--- src/rtl/dsp_addsub_simd_if.sv ---
// Streaming handshake and data bus for the SIMD add/subtract block.
// The block sits on the slave side; the source/sink of beats uses the master side.
interface dsp_addsub_simd_if #(
    parameter int unsigned width = 12,
    parameter int unsigned lanes = 4
);
    logic                     in_valid;
    logic                     in_ready;
    logic                     op;
    logic [lanes*width-1:0]   a;
    logic [lanes*width-1:0]   b;
    logic                     out_valid;
    logic                     out_ready;
    logic [lanes*width-1:0]   y;
    logic [lanes-1:0]         ovf;

    modport master (
        output in_valid, op, a, b, out_ready,
        input  in_ready, out_valid, y, ovf
    );

    modport slave (
        input  in_valid, op, a, b, out_ready,
        output in_ready, out_valid, y, ovf
    );
endinterface

--- src/rtl/dsp_addsub_simd.sv ---
// SIMD add/subtract over independent lanes with a globally stalled valid/ready pipeline.
// Define DSP_ADDSUB_SAT_EN to saturate overflowing lanes instead of wrapping.
module dsp_addsub_simd #(
    parameter int unsigned width   = 12,
    parameter int unsigned lanes   = 4,
    parameter int unsigned latency = 2
) (
    input  logic                 clock,
    input  logic                 reset,
    dsp_addsub_simd_if.slave     bus
);

    localparam int unsigned data_w = lanes * width;

    // Reject configurations that cannot map onto one 48-bit ALU
    if (lanes < 1 || lanes > 4 || width < 2 || data_w > 48) begin : g_bad_lanes
        $error("dsp_addsub_simd: lanes*width must be <= 48 with 1..4 lanes");
    end
    if (latency < 1 || latency > 3) begin : g_bad_latency
        $error("dsp_addsub_simd: latency must be 1..3");
    end

    logic              advance;
    logic [data_w-1:0] calc_a;
    logic [data_w-1:0] calc_b;
    logic              calc_op;
    logic              calc_valid;
    logic [data_w-1:0] y_next;
    logic [lanes-1:0]  ovf_next;

    // Global enable: the whole pipe moves whenever the output slot is free or draining
    assign advance      = !bus.out_valid || bus.out_ready;
    assign bus.in_ready = advance;

    if (latency == 1) begin : g_direct
        // Single stage: the ALU feeds the output register straight from the ports
        assign calc_a     = bus.a;
        assign calc_b     = bus.b;
        assign calc_op    = bus.op;
        assign calc_valid = bus.in_valid;
    end else begin : g_pipe
        localparam int unsigned depth = latency - 1;

        logic [data_w-1:0] a_q   [depth];
        logic [data_w-1:0] b_q   [depth];
        logic [depth-1:0]  op_q;
        logic [depth-1:0]  vld_q;

        // Operand stages carry no reset; only the valid bits need a known state
        always_ff @(posedge clock) begin
            if (advance) begin
                a_q[0]  <= bus.a;
                b_q[0]  <= bus.b;
                op_q[0] <= bus.op;
                for (int s = 1; s < int'(depth); s++) begin
                    a_q[s]  <= a_q[s-1];
                    b_q[s]  <= b_q[s-1];
                    op_q[s] <= op_q[s-1];
                end
            end
        end

        always_ff @(posedge clock or negedge reset) begin
            if (!reset) begin
                vld_q <= '0;
            end else if (advance) begin
                vld_q[0] <= bus.in_valid;
                for (int s = 1; s < int'(depth); s++) begin
                    vld_q[s] <= vld_q[s-1];
                end
            end
        end

        assign calc_a     = a_q[depth-1];
        assign calc_b     = b_q[depth-1];
        assign calc_op    = op_q[depth-1];
        assign calc_valid = vld_q[depth-1];
    end

    // Per-lane ALU on width+1 bits: the extra bit holds the exact sign, so overflow is
    // simply a disagreement between the two top bits, including a - most_negative.
    always_comb begin : lane_alu
        logic [width:0] ext_a;
        logic [width:0] ext_b;
        logic [width:0] sum;
        y_next   = '0;
        ovf_next = '0;
        ext_a    = '0;
        ext_b    = '0;
        sum      = '0;
        for (int i = 0; i < int'(lanes); i++) begin
            ext_a = {calc_a[i*width + width - 1], calc_a[i*width +: width]};
            ext_b = {calc_b[i*width + width - 1], calc_b[i*width +: width]}
                    ^ {(width + 1){calc_op}};
            sum   = ext_a + ext_b + (width + 1)'(calc_op);
            ovf_next[i] = sum[width] ^ sum[width-1];
`ifdef DSP_ADDSUB_SAT_EN
            if (ovf_next[i]) begin
                y_next[i*width +: width] = sum[width] ? {1'b1, {(width - 1){1'b0}}}
                                                      : {1'b0, {(width - 1){1'b1}}};
            end else begin
                y_next[i*width +: width] = sum[width-1:0];
            end
`else
            y_next[i*width +: width] = sum[width-1:0];
`endif
        end
    end

    // Output stage holds while a valid beat waits on a stalled sink
    always_ff @(posedge clock or negedge reset) begin
        if (!reset) begin
            bus.out_valid <= 1'b0;
            bus.y         <= '0;
            bus.ovf       <= '0;
        end else if (advance) begin
            bus.out_valid <= calc_valid;
            bus.y         <= y_next;
            bus.ovf       <= ovf_next;
        end
    end

endmodule

--- src/flat_wrapper.sv ---
// flat-port wrapper written by rule: the top's interface ports become plain ports
module dsp_addsub_simd_flat 
#(
    parameter int unsigned width   = 12,
    parameter int unsigned lanes   = 4,
    parameter int unsigned latency = 2
)
  (clock, reset, bus_in_valid, bus_op, bus_a, bus_b, bus_out_ready, bus_in_ready, bus_out_valid, bus_y, bus_ovf);
  dsp_addsub_simd_if #(.width(width), .lanes(lanes)) bus_i ();
  input  logic clock;
  input  logic reset;
  input wire logic [$bits(bus_i.in_valid)-1:0] bus_in_valid;
  input wire logic [$bits(bus_i.op)-1:0] bus_op;
  input wire logic [$bits(bus_i.a)-1:0] bus_a;
  input wire logic [$bits(bus_i.b)-1:0] bus_b;
  input wire logic [$bits(bus_i.out_ready)-1:0] bus_out_ready;
  output wire logic [$bits(bus_i.in_ready)-1:0] bus_in_ready;
  output wire logic [$bits(bus_i.out_valid)-1:0] bus_out_valid;
  output wire logic [$bits(bus_i.y)-1:0] bus_y;
  output wire logic [$bits(bus_i.ovf)-1:0] bus_ovf;
  assign bus_i.in_valid = bus_in_valid;
  assign bus_i.op = bus_op;
  assign bus_i.a = bus_a;
  assign bus_i.b = bus_b;
  assign bus_i.out_ready = bus_out_ready;
  assign bus_in_ready = bus_i.in_ready;
  assign bus_out_valid = bus_i.out_valid;
  assign bus_y = bus_i.y;
  assign bus_ovf = bus_i.ovf;
  dsp_addsub_simd #(.width(width), .lanes(lanes), .latency(latency)) u_core (.clock(clock), .reset(reset), .bus(bus_i));
endmodule
--- config.mk ---
export PLATFORM = sky130hd
export DESIGN_NAME = dsp_addsub_simd_flat
export DESIGN_NICKNAME = d
export VERILOG_FILES = /design/src/rtl/dsp_addsub_simd_if.sv /design/src/rtl/dsp_addsub_simd.sv /design/src/flat_wrapper.sv
export SDC_FILE = /design/constraint.sdc
export NUM_CORES = 1
export LEC_CHECK = 0
export CAP_MARGIN = 10
export CORE_MARGIN = 1
export CORE_UTILIZATION = 47
export DETAILED_ROUTE_END_ITERATION = 6
export GPL_TIMING_DRIVEN = 0
export PLACE_DENSITY_LB_ADDON = 0.15
export SLEW_MARGIN = 15
export SYNTH_ARGS = -nofsm -noshare
export SYNTH_HDL_FRONTEND = slang
export SYNTH_SLANG_ARGS = --single-unit
--- constraint.sdc ---
create_clock -name clock -period 5.7 [get_ports clock]
set_clock_uncertainty 0.15 [all_clocks]
set_input_delay 1.14 -clock clock [delete_from_list [all_inputs] [get_ports clock]]
set_output_delay 1.14 -clock clock [all_outputs]
set_load 0.01 [all_outputs]
==> results_dict.tcl, run 1 <==
set metrics [dict create \
    status "completed" \
    whs_path_depth 2 \
    drv_cap 0 \
    dr_total_vias 5283 \
    path_class "input port to output port" \
    drv_slew 0 \
    synth_top_area_cell "edfxtp_1" \
    final_util 0.6431 \
    fin_nets 924 \
    diodes 0 \
    die_x_um 127.4 \
    rows 45 \
    path_common_cell "clkdlybuf4s50_1" \
    firstDrtPassIters 5 \
    worst_slew_pin_slew_ns 1.019 \
    synthesis.nets 751 \
    die_y_um 127.4 \
    synth_commonest_cells "97 x edfxtp_1, 66 x xor2_1, 54 x dfrtp_1, 48 x ha_1, 48 x nand2_1" \
    worstHoldEndpoint "u_core.calc_valid" \
    timing.setup.tns_ns 0 \
    period_needed_ns 4.985 \
    final-setup-viol-count 0 \
    clk_pin_slew_ns 0.06 \
    vdd_drop_max_uv 224.0 \
    hpwl_um 11970 \
    synth-edff-count 97 \
    crit_path_max_incr_delay_ns 0.77 \
    io_buffers 154 \
    start_util 0.4845 \
    routabilityCongestion 0.8892 \
    r2r-end "u_core.bus.ovf[3]" \
    synth_top_area_frac 0.3940 \
    syn2layout_area_growth_pct 32.75 \
    ant_nets 0 \
    critPathMaxFanout 107 \
    synth.yosys.seq_area_share 0.5768 \
    first_global_vias 5364 \
    yosysMostFrequentCell "edfxtp_1" \
    wl_per_cell_um 17.45 \
    cts_buffers 17 \
    cts_resized 0 \
    viasPerCell 5.310 \
    root_buffer "clkbuf_16" \
    dpl.cell_count 963 \
    cp_slowest_cell "clkbuf_8" \
    r2r_setup_slack_ns 1.87 \
    gr-total-overflow 0 \
    endpoint_kind "output port" \
    crit_path_cell_trace "clkdlybuf4s50_1 -> nor2b_1 -> inv_1 -> clkbuf_1 -> clkbuf_8 -> clkdlybuf4s50_1" \
    wirelength_um 17360 \
    reg2reg_depth 11 \
    powerDensity_mw_per_mm2 413.7 \
    synth-seq-cells 151 \
    finalPower_w 0.004059 \
    r2r-start "u_core.calc_op" \
    grtUsageTotal 0.2257 \
    clk_path_buf_depth 2 \
    grt_max_degree 108 \
    htreeDepth 4 \
    ioPinCount 155 \
    layout.cells.non_filler 995 \
    syn_area_per_cell_um2 12.36 \
    hold_viol 0 \
    cts_sinks 151 \
    synth-main-ff-cell "edfxtp_1" \
    synthDistinctLibCells 53 \
    min_period_over_period 0.8745 \
    syn-cell-area_mm2 0.007392 \
    netlist_instances 598 \
    yosysWarnings 0 \
    layout-drive-gt1-share 0.05485 \
    critical_path_arrival_ns 3.69 \
    rsz0062_at_grt "no" \
    clock_latency_ns 0.43 \
    antenna_found_initial 0 \
    hold_buffers 0 \
    crit_buf_inv 5 \
    worstSetupStartpointType "input port" \
    leakagePower_nw 3.986 \
    core_area_mm2 0.01526 \
    slew_headroom 0.3206 \
    async_reset_ff_frac 0.3576 \
    cts_setup_buffers 0 \
    clock.fmax_mhz 200.6 \
    crit_required_ns 4.41 \
    critPathTopFamily "buffers and inverters" \
    drcViolationCount 0 \
    grt_pass1_wl_um 27240 \
    cts_tree "built" \
    netlist_top_cells_area "edfxtp_1 39%, dfrtp_1 18%, ha_1 8.1%" \
    dieArea_mm2 0.01623 \
    min_from "u_core.calc_valid" \
    initialDrtViolationCount 353 \
    hold_path.class "register to register" \
]
registers in the layout, indices dropped and copies added (netlist names):
signal / cells
u_core.bus.y: 48
u_core.g_pipe.a_q: 48
u_core.g_pipe.b_q: 48
u_core.bus.ovf: 4
u_core.bus.out_valid: 1
u_core.calc_op: 1
u_core.calc_valid: 1
logic make-up (layout without fill, tap and decap cells):
kind of cell	after synthesis	count (layout)	synth area share
buffers and inverters	31	217	0.01676
adder cells (fa/ha/maj)	52	52	0.09208
flip-flops	151	151	0.5768
AND/OR/NAND/NOR	137	137	0.08818
AO/OA/AOI/OAI	141	141	0.1225
XOR/XNOR	80	80	0.09479
multiplexers	6	6	0.008801
worst max path at each step:
stage / from / end / slack [ns] / cells past startpoint
final: bus_out_ready / bus_in_ready / 0.72 / 6
after global routing: bus_out_ready / bus_in_ready / 0.56 / 6
after CTS: bus_out_ready / bus_in_ready / 0.66 / 6
after detailed placement: bus_out_ready / bus_in_ready / 0.66 / 6
after global placement: bus_out_ready / bus_in_ready / -0.65 / 6
after floorplan: bus_out_ready / bus_in_ready / 1.48 / 4
report_power, final:
| part | internal, W | switching [W] | total (W) |
|---|---|---|---|
| Combinational | 0.000700 | 0.000671 | 0.00137 |
| Sequential | 0.00142 | 0.000137 | 0.00156 |
| Clock | 0.000699 | 0.000430 | 0.00113 |
| Total | 0.00282 | 0.00124 | 0.00406 |
per-stage QoR:
| stage | instance area (µm²) | setup WS [ns] | hold WS [ns] |
|---|---|---|---|
| final | 9813 | 0.7151 | 0.3057 |
| after global routing | 9813 | 0.5566 | 0.3511 |
| after CTS | 9813 | 0.6627 | 0.3110 |
| after detailed placement | 9205 | 0.6620 | 0.2978 |
| after global placement | 9199 | -0.6466 | 0.2933 |
| after floorplan | 7393 | 1.479 | 0.2800 |
placed cells by master (no fill, tap or decap), types with 4 or more instances in the layout:
master | netlist | final
xnor2_1 | 14 | 14
dfrtp_1 | 54 | 54
inv_1 | 14 | 14
clkdlybuf4s50_1 | 0 | 153
o31ai_1 | 4 | 4
ha_1 | 48 | 48
xor2_1 | 66 | 66
clkbuf_1 | 16 | 20
nor2_1 | 36 | 36
fa_1 | 4 | 4
nand2_1 | 48 | 48
nor2b_1 | 8 | 8
a21oi_1 | 44 | 44
edfxtp_1 | 97 | 97
a211oi_1 | 7 | 7
nor3_1 | 10 | 10
and3_1 | 5 | 5
a21o_1 | 13 | 13
clkbuf_16 | 0 | 22
o21ai_1 | 5 | 5
o21ai_0 | 36 | 36
nand3_1 | 5 | 5
nand2b_1 | 10 | 10
o21a_1 | 10 | 10
mux2i_1 | 5 | 5
tightest hold or removal path: stages, from the launching register on:
cell	delay (ns)
dfrtp_1	0.33
nand2_1	0.05
nand2_1	0.04
metal layers:
layer	up-vias	GRT usage	part of all wire
li1	2514	-	-
met1	2568	0.2767	0.44
met2	172	0.3767	0.49
met3	29	0.06323	0.054
met4	0	0.09034	0.023
met5	-	0	0
layout make-up:
type	instances	area, µm²
Fill cell	1235	5445
Sequential cell	151	4264
Multi-Input combinational cell	416	3004
Timing Repair Buffer	154	1539
Clock buffer	28	583.1
Tap cell	211	264.0
Buffer	17	81.33
Inverter	14	52.55
Clock inverter	4	25.02
(Power assumes the default switching activity.)
==> inputs of run 2 (changes only) <==
--- a/config.mk
+++ b/config.mk
@@ -5,7 +5,7 @@
 export SDC_FILE = /design/constraint.sdc
 export NUM_CORES = 1
 export LEC_CHECK = 0
-export CAP_MARGIN = 10
+export CAP_MARGIN = 30
 export CORE_MARGIN = 1
 export CORE_UTILIZATION = 47
 export DETAILED_ROUTE_END_ITERATION = 6
==> results_dict.tcl, run 2 (synthesized netlist as in run 1, its figures left out) <==
set metrics [dict create \
    status "completed" \
    rsz0062_at_grt "no" \
    layout.cells.non_filler 996 \
    cts_buffers 17 \
    r2r_setup_slack_ns 2.02 \
    slew_headroom 0.3759 \
    final_common_cell "clkdlybuf4s50_1" \
    hpwl_um 12020 \
    use_met1 0.2783 \
    start_util 0.4845 \
    clock.fmax_mhz 198.2 \
    layout-drive-gt1-share 0.05732 \
    crit_required_ns 4.41 \
    htreeDepth 4 \
    leakagePower_nw 3.998 \
    grt.busiest_layer "met2" \
    fin_nets 925 \
    routabilityCongestion 0.8892 \
    antenna_found_initial 0 \
    fin_area_mm2 0.009832 \
    r2r-end "u_core.bus.ovf[0]" \
    nFillCells 1227 \
    cts_tree "built" \
    worstHoldEndpoint "u_core.calc_valid" \
    wl_per_cell_um 17.51 \
    firstDrtPassIters 4 \
    top_regs "u_core.bus.y (48), u_core.g_pipe.a_q (48), u_core.g_pipe.b_q (48)" \
    first_global_vias 5390 \
    whs_path_depth 2 \
    hold_viol 0 \
    period_needed_ns 5.046 \
    grtUsageTotal 0.2269 \
    hold_path.class "register to register" \
    dpl.cell_count 964 \
    die_y_um 127.4 \
    wirelength_um 17440 \
    vdd_drop_max_uv 221.9 \
    endpoint_kind "output port" \
    drcViolationCount 0 \
    path_class "input port to output port" \
    grt_pass1_wl_um 27400 \
    hold_buffers 0 \
    rows 45 \
    place_area_mm2 0.009216 \
    critPathMaxFanout 107 \
    syn2layout_area_growth_pct 33.01 \
    clk_path_buf_depth 2 \
    worstSetupStartpointType "input port" \
    grt_use_met3 0.05905 \
    cts_setup_buffers 0 \
    root_buffer "clkbuf_16" \
    drv_slew 0 \
    mostFrequentLayoutCells "153 x clkdlybuf4s50_1, 97 x edfxtp_1, 66 x xor2_1" \
    die_x_um 127.4 \
    ant_nets 0 \
    io_buffers 154 \
    cts_resized 0 \
    core_area_mm2 0.01526 \
    drv_cap 0 \
    final-setup-viol-count 0 \
    gr-total-overflow 0 \
    clock_latency_ns 0.42 \
    r2r-start "u_core.calc_op" \
    ioPinCount 155 \
    dp_worst_setup_slack_ns 0.6253 \
    diodes 0 \
    initialDrtViolationCount 267 \
    fin_ws_ns 0.6538 \
    viasPerCell 5.244 \
    dr_total_vias 5223 \
    min_period_over_period 0.8853 \
    worst_slew_pin_slew_ns 0.9362 \
    critical_path_arrival_ns 3.76 \
    cts_sinks 151 \
    grtUsageMet2 0.3860 \
    grt_max_degree 108 \
    dieArea_mm2 0.01623 \
    min_from "u_core.calc_valid" \
    powerDensity_mw_per_mm2 415.0 \
    reg2reg_depth 11 \
    clk_pin_slew_ns 0.06 \
]
==> run 2: changes by cell type in the layout (fill, tap and decap cells not counted) <==
cell and delta:
buf_6 +1, clkinv_4 -1, clkbuf_1 -1, clkbuf_8 +1, inv_4 +1
==> run 2: where the power goes <==
group	internal (W)	leakage, nW	switching [W]
Clock	0.000711	0.307	0.000438
Sequential	0.00142	1.61	0.000138
Combinational	0.000701	2.08	0.000670
Total	0.00283	4.00	0.00125
==> run 2: critical path: stages <==
cell and delay, ns:
clkdlybuf4s50_1 0.48, nor2b_1 0.07, inv_1 0.07, clkbuf_1 0.49, clkbuf_8 0.79, clkdlybuf4s50_1 0.68
==> run 2: how the worst max path moves through the flow <==
stage,startpoint,endpoint,slack [ns],depth (start not counted)
after global routing,bus_out_ready,bus_in_ready,0.50,6
after global placement,bus_out_ready,bus_in_ready,-0.65,6
after CTS,bus_out_ready,bus_in_ready,0.62,6
final,bus_out_ready,bus_in_ready,0.65,6
after detailed placement,bus_out_ready,bus_in_ready,0.63,6
after floorplan,bus_out_ready,bus_in_ready,1.48,4
==> run 2: cell type report <==
class / instances / area (µm²) / share of cell area
Inverter: 14 / 52.55 / 0.005345
Sequential cell: 151 / 4264 / 0.4337
Buffer: 17 / 81.33 / 0.008272
Timing Repair Buffer: 155 / 1550 / 0.1577
Clock inverter: 4 / 22.52 / 0.002291
Clock buffer: 28 / 593.1 / 0.06032
Tap cell: 211 / 264.0 / 0.02685
Multi-Input combinational cell: 416 / 3004 / 0.3055
==> run 2: per-stage QoR <==
stage               hold WS (ns)    util  setup TNS [ns]  power (W)
finish                    0.3093  0.6444               0   0.004080
global route              0.3529  0.6444               0   0.004306
CTS                       0.3113  0.6444               0   0.004107
detailed placement        0.2978  0.6040               0   0.002942
global placement          0.2933  0.6029         -0.6466   0.002913
floorplan                 0.2800       -               0   0.002313
==> run 2: layer usage <==
| metal | share of wire | vias to the layer above |
|---|---|---|
| met5 | 0 | - |
| li1 | - | 2516 |
| met3 | 0.058 | 24 |
| met2 | 0.49 | 155 |
| met4 | 0.017 | 0 |
| met1 | 0.43 | 2528 |
==> inputs of run 3 (changes only) <==
--- a/config.mk
+++ b/config.mk
@@ -6,6 +6,7 @@
 export NUM_CORES = 1
 export LEC_CHECK = 0
 export CAP_MARGIN = 30
+export CORE_ASPECT_RATIO = 0.5
 export CORE_MARGIN = 1
 export CORE_UTILIZATION = 47
 export DETAILED_ROUTE_END_ITERATION = 6
==> results_dict.tcl, run 3 (synthesized netlist as in run 1, its figures left out) <==
set metrics [dict create \
    status "finished with violations" \
    failed_checks "design-rule violations" \
    clk_pin_slew_ns 0.06 \
    core_area_mm2 0.01489 \
    wl_per_cell_um 18.04 \
    ioPinCount 155 \
    cts_sinks 151 \
    final_util 0.6626 \
    whs_path_depth 2 \
    mostFrequentLayoutCells "153 x clkdlybuf4s50_1, 97 x edfxtp_1, 66 x xor2_1" \
    wirelength_um 17750 \
    grt_max_degree 56 \
    critical_path_arrival_ns 3.40 \
    swShare 0.3100 \
    root_buffer "clkbuf_16" \
    critPathTopFamily "buffers and inverters" \
    final-setup-viol-count 0 \
    cts_tree "built" \
    cts_setup_buffers 0 \
    cp.depth 6 \
    drv_cap 0 \
    first_global_vias 5326 \
    nFillCells 1126 \
    crit_path_max_incr_delay_ns 0.63 \
    power_frac_comb 0.331 \
    powerDensity_mw_per_mm2 422.3 \
    ant_nets 0 \
    hold_buffers 0 \
    fin_ws_ns 1.007 \
    top_regs "u_core.bus.y (48), u_core.g_pipe.a_q (48), u_core.g_pipe.b_q (48)" \
    finalPower_w 0.004168 \
    die_y_um 90.68 \
    rows 31 \
    clock_latency_ns 0.43 \
    clock.fmax_mhz 213.1 \
    viasPerCell 5.355 \
    reg2reg_depth 11 \
    die_x_um 179.4 \
    io_buffers 154 \
    layout-drive-gt1-share 0.06234 \
    p_sw_w 0.001292 \
    dieArea_mm2 0.01626 \
    initialDrtViolationCount 297 \
    cts_buffers 17 \
    cts_resized 0 \
    syn2layout_area_growth_pct 33.51 \
    routabilityCongestion 0.8482 \
    diodes 0 \
    worstSetupStartpointType "input port" \
    leakagePower_nw 4.007 \
    p_clk_frac 0.294 \
    gr-total-overflow 0 \
    regArea_mm2 0.004264 \
    period_needed_ns 4.693 \
    drcViolationCount 20 \
    crit_buf_inv 5 \
    drv_slew 0 \
    timing.setup.tns_ns 0 \
    grt_pass1_wl_um 27510 \
    crit_required_ns 4.41 \
    vdd_drop_max_uv 239.3 \
    hold_path.class "register to register" \
    fin_nets 926 \
    rsz0062_at_grt "no" \
    hold_viol 0 \
    critPathMaxFanout 55 \
    htreeDepth 4 \
    path_common_cell "clkdlybuf4s50_1" \
    slew_headroom 0.3939 \
    grtUsageTotal 0.2287 \
    hpwl_um 12430 \
    multi_input_area_mm2 0.003004 \
    dp_worst_setup_slack_ns 0.9890 \
    final_common_cell "clkdlybuf4s50_1" \
    seq_power_share 0.375 \
    internal_power_w 0.002876 \
    path_class "input port to output port" \
    min_period_over_period 0.8233 \
    start_util 0.4963 \
    crit_path_cell_trace "clkdlybuf4s50_1 -> nor2b_1 -> inv_1 -> clkbuf_1 -> clkbuf_8 -> clkdlybuf4s50_1" \
    worst_slew_pin_slew_ns 0.9092 \
    holdWs_ns 0.3253 \
    firstDrtPassIters 7 \
    clk_path_buf_depth 2 \
    dr_total_vias 5269 \
    endpoint_kind "output port" \
    cp_slowest_cell "clkdlybuf4s50_1" \
    antenna_found_initial 0 \
]
run 3: power by group through the flow:
stage / clock network (W) / logic (W) / registers (W)
2_1_floorplan: 0 / 0.000683 / 0.00163
3_3_place_gp: 0 / 0.00133 / 0.00158
3_5_place_dp: 0 / 0.00137 / 0.00158
4_1_cts: 0.00124 / 0.00138 / 0.00156
5_1_grt: 0.00128 / 0.00151 / 0.00159
6_report: 0.00123 / 0.00138 / 0.00156
run 3: cell type report:
| class | instances | share of cell area |
|---|---|---|
| Multi-Input combinational cell | 416 | 0.3044 |
| Clock inverter | 13 | 0.01978 |
| Buffer | 17 | 0.008240 |
| Inverter | 14 | 0.005325 |
| Timing Repair Buffer | 156 | 0.1602 |
| Tap cell | 198 | 0.02510 |
| Sequential cell | 151 | 0.4320 |
| Clock buffer | 19 | 0.04488 |
run 3: worst min-delay path, delay by kind of cell, from the launching register on:
family           cells  cell delay, ns
DFF                  1            0.34
and+or+nand+nor      2            0.10
run 3: final timing paths:
check | slack, ns | end | startpoint
max | 1.01 | bus_in_ready | bus_out_ready
min | 0.33 | u_core.calc_valid | u_core.calc_valid
max reg2reg | 2.03 | u_core.bus.ovf[0] | u_core.calc_op
min reg2reg | 0.33 | u_core.calc_valid | u_core.calc_valid
max in group asynchronous | 4.27 | u_core.bus.y[33] | reset
min in group asynchronous | 0.63 | u_core.bus.y[43] | reset
run 3: layer usage:
metal  up-vias  GRT usage  wire length [µm]
li1       2521          -                 -
met3        25    0.05261              1124
met2       188     0.3724              8350
met4         0    0.07563               261
met1      2535     0.3002              8010
met5         -          0                 0
run 3: per-stage QoR:
stage | instance area [µm²] | cells
finish | 9869 | 984
global route | 9869 | 984
global placement | 9183 | 950
detailed placement | 9231 | 952
floorplan | 7393 | 598
CTS | 9869 | 984
